===== src/rtl/store_buffer.sv =====
// store_buffer: circular write buffer between the core's store port and dmem.
// Stores queue here and drain to dmem as it accepts them; loads get the port when it is free.
//
// Ports
//   clk, reset                  : clock; synchronous active-high reset
//   MemWrite, MemRead           : core store / load request
//   DataAdr, WriteData          : core byte address / store data
//   ReadData, Stall             : load data to the core / core must hold its request
//   MemWE, MemAdr, MemWD        : dmem write enable, address, write data
//   MemRD, MemReady             : dmem read data / dmem accepts the write at this edge
//
// Build option: define STORE_BUFFER_FWD_EN to forward buffered data to loads.
// Without it, a load waits until the buffer has fully drained.
module store_buffer #(
    parameter int DEPTH = 4
) (
    input  logic        clk,
    input  logic        reset,
    input  logic        MemWrite,
    input  logic        MemRead,
    input  logic [31:0] DataAdr,
    input  logic [31:0] WriteData,
    output logic [31:0] ReadData,
    output logic        Stall,
    output logic        MemWE,
    output logic [31:0] MemAdr,
    output logic [31:0] MemWD,
    input  logic [31:0] MemRD,
    input  logic        MemReady
);

    localparam int PW = $clog2(DEPTH);
    localparam int CW = PW + 1;

    logic [PW-1:0] head_q, head_d;
    logic [PW-1:0] tail_q, tail_d;
    logic [CW-1:0] count_q, count_d;
    logic [29:0]   addr_q [DEPTH];
    logic [29:0]   addr_d [DEPTH];
    logic [31:0]   data_q [DEPTH];
    logic [31:0]   data_d [DEPTH];

    logic        full;
    logic        empty;
    logic        rd;
    logic        hit;
    logic [31:0] fwd_data;
    logic        load_port;
    logic        load_stall;
    logic        push;
    logic        drain;
    logic        pop;

    assign full  = (count_q == CW'(DEPTH));
    assign empty = (count_q == '0);
    // A simultaneous store wins; the load is simply ignored.
    assign rd    = MemRead && !MemWrite;

`ifdef STORE_BUFFER_FWD_EN
    // Walk entries oldest to youngest so the last match is the youngest.
    always_comb begin
        hit      = 1'b0;
        fwd_data = '0;
        for (int i = 0; i < DEPTH; i++) begin
            if ((CW'(i) < count_q) &&
                (addr_q[head_q + PW'(i)] == DataAdr[31:2])) begin
                hit      = 1'b1;
                fwd_data = data_q[head_q + PW'(i)];
            end
        end
    end

    assign load_port  = rd && !hit;
    assign load_stall = 1'b0;
`else
    assign hit        = 1'b0;
    assign fwd_data   = '0;
    // No forwarding: a load may only see dmem once nothing is pending.
    assign load_port  = rd && empty;
    assign load_stall = rd && !empty;
`endif

    // Stall is from the current count; a drain on this edge does not lift it.
    assign Stall = (MemWrite && full) || load_stall;
    assign push  = MemWrite && !full;
    assign drain = !empty && !load_port;
    assign pop   = drain && MemReady;

    always_comb begin
        MemWE    = drain;
        MemAdr   = '0;
        MemWD    = '0;
        ReadData = '0;
        if (load_port) begin
            MemAdr   = DataAdr;
            ReadData = MemRD;
        end else if (drain) begin
            MemAdr = {addr_q[head_q], 2'b00};
            MemWD  = data_q[head_q];
        end
        if (rd && hit) begin
            ReadData = fwd_data;
        end
    end

    always_comb begin
        head_d  = head_q + PW'(pop);
        tail_d  = tail_q + PW'(push);
        count_d = count_q + CW'(push) - CW'(pop);
        addr_d  = addr_q;
        data_d  = data_q;
        if (push) begin
            addr_d[tail_q] = DataAdr[31:2];
            data_d[tail_q] = WriteData;
        end
    end

    always_ff @(posedge clk) begin
        if (reset) begin
            head_q  <= '0;
            tail_q  <= '0;
            count_q <= '0;
        end else begin
            head_q  <= head_d;
            tail_q  <= tail_d;
            count_q <= count_d;
        end
        addr_q <= addr_d;
        data_q <= data_d;
    end

endmodule


===== config.mk =====
export PLATFORM = sky130hd
export DESIGN_NAME = store_buffer
export DESIGN_NICKNAME = d
export VERILOG_FILES = /design/src/rtl/store_buffer.sv
export SDC_FILE = /design/constraint.sdc
export NUM_CORES = 1
export LEC_CHECK = 0
export ABC_AREA = 1
export CORE_MARGIN = 4
export CORE_UTILIZATION = 50
export DETAILED_ROUTE_END_ITERATION = 10
export PLACE_DENSITY = 0.77
export SLEW_MARGIN = 20
export SYNTH_ARGS = -nofsm -noshare
export SYNTH_HDL_FRONTEND = slang
export SYNTH_SLANG_ARGS = --single-unit
export TNS_END_PERCENT = 20

===== constraint.sdc =====
create_clock -name clk -period 9.41 [get_ports clk]
set_input_delay 1.4115 -clock clk [delete_from_list [all_inputs] [get_ports clk]]
set_output_delay 1.4115 -clock clk [all_outputs]
set_load 0.02 [all_outputs]

Word level (Yosys, flattened, before mapping)
Index checks and enable logic that the tools add are counted.
Storage, ports and cells
  flip-flop bits (word level): 255
  bits in latches: 0
  bits in writable memories: 0
  memory bits (read-only): 0
  output and inout port bits: 98
  logic and storage cells: 52
  memories: 0
Operators by class
  $add $sub $neg: 4
  multipliers: 0
  div/mod/pow operators: 0
  $lt $le $gt $ge: 3
  equal/unequal tests: 1
  shift operators: 0
  muxes and demuxes: 17
  bitwise operators: 2
  reduce and logical (&&, ||, !) cells: 14
Operator list (count)
  32-bit 2-to-1 mux: 8
  128-bit bitwise mux: 1
  120-bit bitwise mux: 1
  30-bit 2-to-1 mux: 3
  32-bit binary-select mux with 2-bit select: 1
  32-bit demux with 2-bit select: 1
  30-bit binary-select mux with 2-bit select: 1
  30-bit demux with 2-bit select: 1
  1-bit logical AND: 8
  3-bit >= comparator, second input constant: 2
  2-bit inverter with 3-bit output: 2
  2-bit by 1-bit adder with 2-bit output: 2
  1-bit logical NOT: 4
  3-bit by 1-bit adder with 3-bit output: 1
  3-bit equality test, second input constant: 1
  3-bit logical NOT: 1
  3-bit by 1-bit < comparator with 1-bit output, second input constant: 1
  3-bit by 1-bit subtractor with 3-bit output: 1
  1-bit logical OR: 1

Logic depth before layout (Yosys ltp)
  depth after elaboration: 7
  gate-level depth with buffers: 9
  mapped depth without buffers: 9

Worst setup path before layout
OpenSTA, ideal clock, no wires.
  path type: input -> register
  start: input MemWrite
  end: register addr_q[100] (netlist name), enable pin
  setup time: 559 ps
  arrival time: 6053 ps
  required time: 8851 ps
  slack: 2799 ps
  cell stages on the path: 4
  path buffers: 0
  path through: inv_1 > a21oi_1 > inv_1 > nor3_1
On the way
  word-level cells in the longest chain between the ends: 1
RTL lines
  start, declared: RTL line 19  | input logic MemWrite,
  1-bit logical AND: RTL line 85  | assign push = MemWrite && !full;
  end signal, assigned: RTL line 128  | addr_q <= addr_d;
  end, declared: RTL line 38  | logic [29:0] addr_q [DEPTH];
No other way between the ends.
A chain may end at the register's enable or synchronous reset.

Worst setup path after layout
  start: register count_q[1]
  end: output MemAdr[30]
On the way
  word-level cells in the longest chain between the ends: 6
  elaborated cells on any way between the ends: 7
RTL lines
  start, declared: RTL line 37  | logic [CW-1:0] count_q, count_d;
  start signal, assigned: RTL line 126  | count_q <= count_d;
  3-bit logical NOT *: RTL line 55  | assign empty = (count_q == '0);
  1-bit logical AND: RTL line 79  | assign load_port = rd && empty;
  1-bit logical NOT: RTL line 86  | assign drain = !empty && !load_port;
  1-bit logical AND: RTL line 86
  32-bit 2-to-1 mux: RTL line 97  | end else if (drain) begin
  32-bit 2-to-1 mux *: RTL line 94  | if (load_port) begin
  end, declared: RTL line 26  | output logic [31:0] MemAdr,
Every way passes the cells marked *; elsewhere a longest branch is shown, timed or not.

==> impl_metrics.py <==
metrics = {
    "synthesis": {
        "synth_top_area_frac": 0.705,
        "yosysSeqAreaShare": 0.719,
        "synth_top_area_cell": "edfxtp_1",
        "synth.distinct_cells": 27,
        "avgSynthCellArea_um2": 11.5,
        "ys_seq_elements": 255,
        "yosys_warnings": 0,
        "syn_inst": 917,
        "synth_most_common_cell": "edfxtp_1",
        "synth_common_cells": "edfxtp_1, nor2_1, nand2_1, nand3_1, inv_1",
        "synth_area_leaders": "edfxtp_1, nor2_1, nand2_1",
        "ys.flop_type": "edfxtp_1",
        "syn_nets": 1021,
        "syn_area_mm2": 0.0106,
        "synth_edf_count": 248,
        "synthArstFlopShare": 0,
    },
    "placed_design": {
        "port_buffers": 198,
        "dp.cells": 1346,
        "gp_congestion": 0.766,
        "hpwl_um": 13900,
    },
    "clock_network": {
        "post_cts_buffers": 0,
        "cts_resized": 0,
        "clk_pin_slew_worst_paths_ns": 0.06,
        "cts_made_buffers": 25,
        "cts_htree_levels": 1,
        "cts_root_buf": "clkbuf_16",
        "insertion_delay_ns": 0.50,
        "clk_path_buf_depth": 3,
        "clock-sinks": 255,
        "cts_tree": "built",
        "cts_hold_buf": 0,
    },
    "final_layout": {
        "drive_gt1_frac": 0.0599,
        "area_growth_pct": 27.4,
        "multi_input_area_mm2": 0.00241,
        "num-fill-cells": 1496,
        "nNetsFinal": 1207,
        "antennaDiodeCount": 0,
        "stdcell_count": 1389,
        "seq_area_mm2": 0.00759,
    },
    "sta": {
        "max_slew.worst_pin.slew_ns": 0.933,
        "min_period_ns": 5.20,
        "fmax_mhz": 192,
        "finalClockSkew_ns": 0.00858,
        "fin_crit_sh": 0.552,
        "hold_slack_ns": 0.588,
        "final-hold-violation-count": 0,
        "setup_viol_count_final": 0,
        "grt_setup_unrepaired": "no",
        "slew_headroom": 0.378,
        "finalMaxSlewViolations": 0,
        "fin_setup_tns_ns": 0,
    },
    "routing": {
        "m1WireLength_um": 9550,
        "ant_nets": 0,
        "top_layer": "met4",
        "drc": 0,
        "wl_met3_um": 1540,
        "wl_met2_um": 12200,
        "drt_wl_total_um": 23600,
        "dr.pass1.iters": 5,
        "vias": 7240,
        "via_per_inst": 5.21,
        "wl_per_cell_um": 17.0,
        "drtIter0Drc": 428,
    },
    "floorplanning": {
        "start_util": 0.515,
        "row_count": 52,
        "die_height_um": 153,
        "fp.dieW_um": 153,
        "die_area_mm2": 0.0235,
        "io-pin-count": 199,
        "core-area_mm2": 0.0205,
    },
    "global_routing": {
        "antenna_found_initial": 0,
        "grt_max_degree": 69,
        "grt_pass1_wl_um": 36900,
        "grt-ovfl-total": 0,
        "first_global_vias": 7202,
        "gr-usage-all-layers": 0.193,
    },
    "min_path": {
        "hp-class": "register to register",
    },
    "setup_path": {
        "critPathKind": "register to output pin",
        "path_max_fanout": 64,
        "required_ns": 8.00,
        "cp-start-kind": "register",
        "endpoint_kind": "output pin",
        "critPathArrivalTime_ns": 3.79,
    },
    "power": {
        "p_leak_nw": 4.93,
        "ir_drop_uv": 184,
        "cellPowerDensity_mw_per_mm2": 271,
        "p_total_mw": 3.64,
    },
    "status": {
        "status": "finished clean",
    },
    "job": {
        "maxCapViolations": 0,
    },
}
## report_power, final
group / switching (mW) / total, mW / internal, mW
clock: 0.382 / 0.894 / 0.512
sequential: 0.0585 / 1.45 / 1.39
combinational: 0.794 / 1.30 / 0.502
## per-layer routing
layer	up-vias	global-route usage
met2	250	0.356
met4	0	0.0475
li1	3500	-
met3	23	0.0336
met5	-	0
met1	3467	0.237
## cell families after synthesis
group,count (synthesis),synth area share
AO/OA/AOI/OAI,129,0.0647
XOR/XNOR,2,0.00166
buffers and inverters,130,0.0550
adder cells (fa/ha/maj),3,0.00427
AND/OR/NAND/NOR,398,0.156
flip-flops,255,0.719
## state kept, by name, indices dropped and copies added (netlist names)
name and count:
data_q 128, addr_q 120, count_q 3, head_q 2, tail_q 2
## critical path: stages (launching register included)
cell and delay [ns]:
dfxtp_1 0.34, nor2_4 0.16, nand2_4 0.31, clkinv_2 0.58
nand3_4 0.72, o21ai_0 0.47, clkdlybuf4s50_1 0.67
## layout by cell type (no fill, tap or decap)
cell / count
o21ai_0: 67
xnor2_1: 1
dfxtp_4: 1
nor3_2: 4
nand4_1: 1
dfxtp_1: 5
xor2_1: 1
a21oi_1: 35
nand3_4: 1
nand2_4: 1
inv_2: 1
o21ai_1: 17
clkinv_1: 6
clkbuf_16: 25
nand3_1: 92
nor2_1: 168
clkinv_4: 1
clkbuf_1: 5
fa_1: 1
bufinv_16: 1
edfxtp_1: 248
clkinv_2: 6
inv_1: 75
nor2_4: 1
dfxtp_2: 1
buf_4: 13
nand2_1: 130
clkdlybuf4s50_1: 198
o21ai_2: 10
ha_1: 2
inv_4: 1
## layout make-up
| class | count | share of cell area |
|---|---|---|
| Inverter | 78 | 0.0221 |
| Multi-Input combinational cell | 532 | 0.179 |
| Sequential cell | 255 | 0.565 |
| Clock inverter | 13 | 0.00642 |
| Timing Repair Buffer | 211 | 0.155 |
| Tap cell | 270 | 0.0251 |
| Clock buffer | 30 | 0.0479 |
## path summary, 6_finish.rpt
path,from,end,slack [ns],cells past startpoint
max,count_q[1],MemAdr[30],4.21,6
min,tail_q[1],tail_q[1],0.59,2
max reg2reg,count_q[1],data_q[49],7.08,5
min reg2reg,tail_q[1],tail_q[1],0.59,2
## stage by stage
step	area (um2)	setup WS, ns	util
after floorplan	10600	2.80	-
after global placement	12700	4.46	0.621
after detailed placement	12700	4.33	0.621
after CTS	13400	4.16	0.656
after global routing	13400	3.94	0.656
final	13400	4.21	0.656
Note: power is estimated with default switching activity, not from simulation.
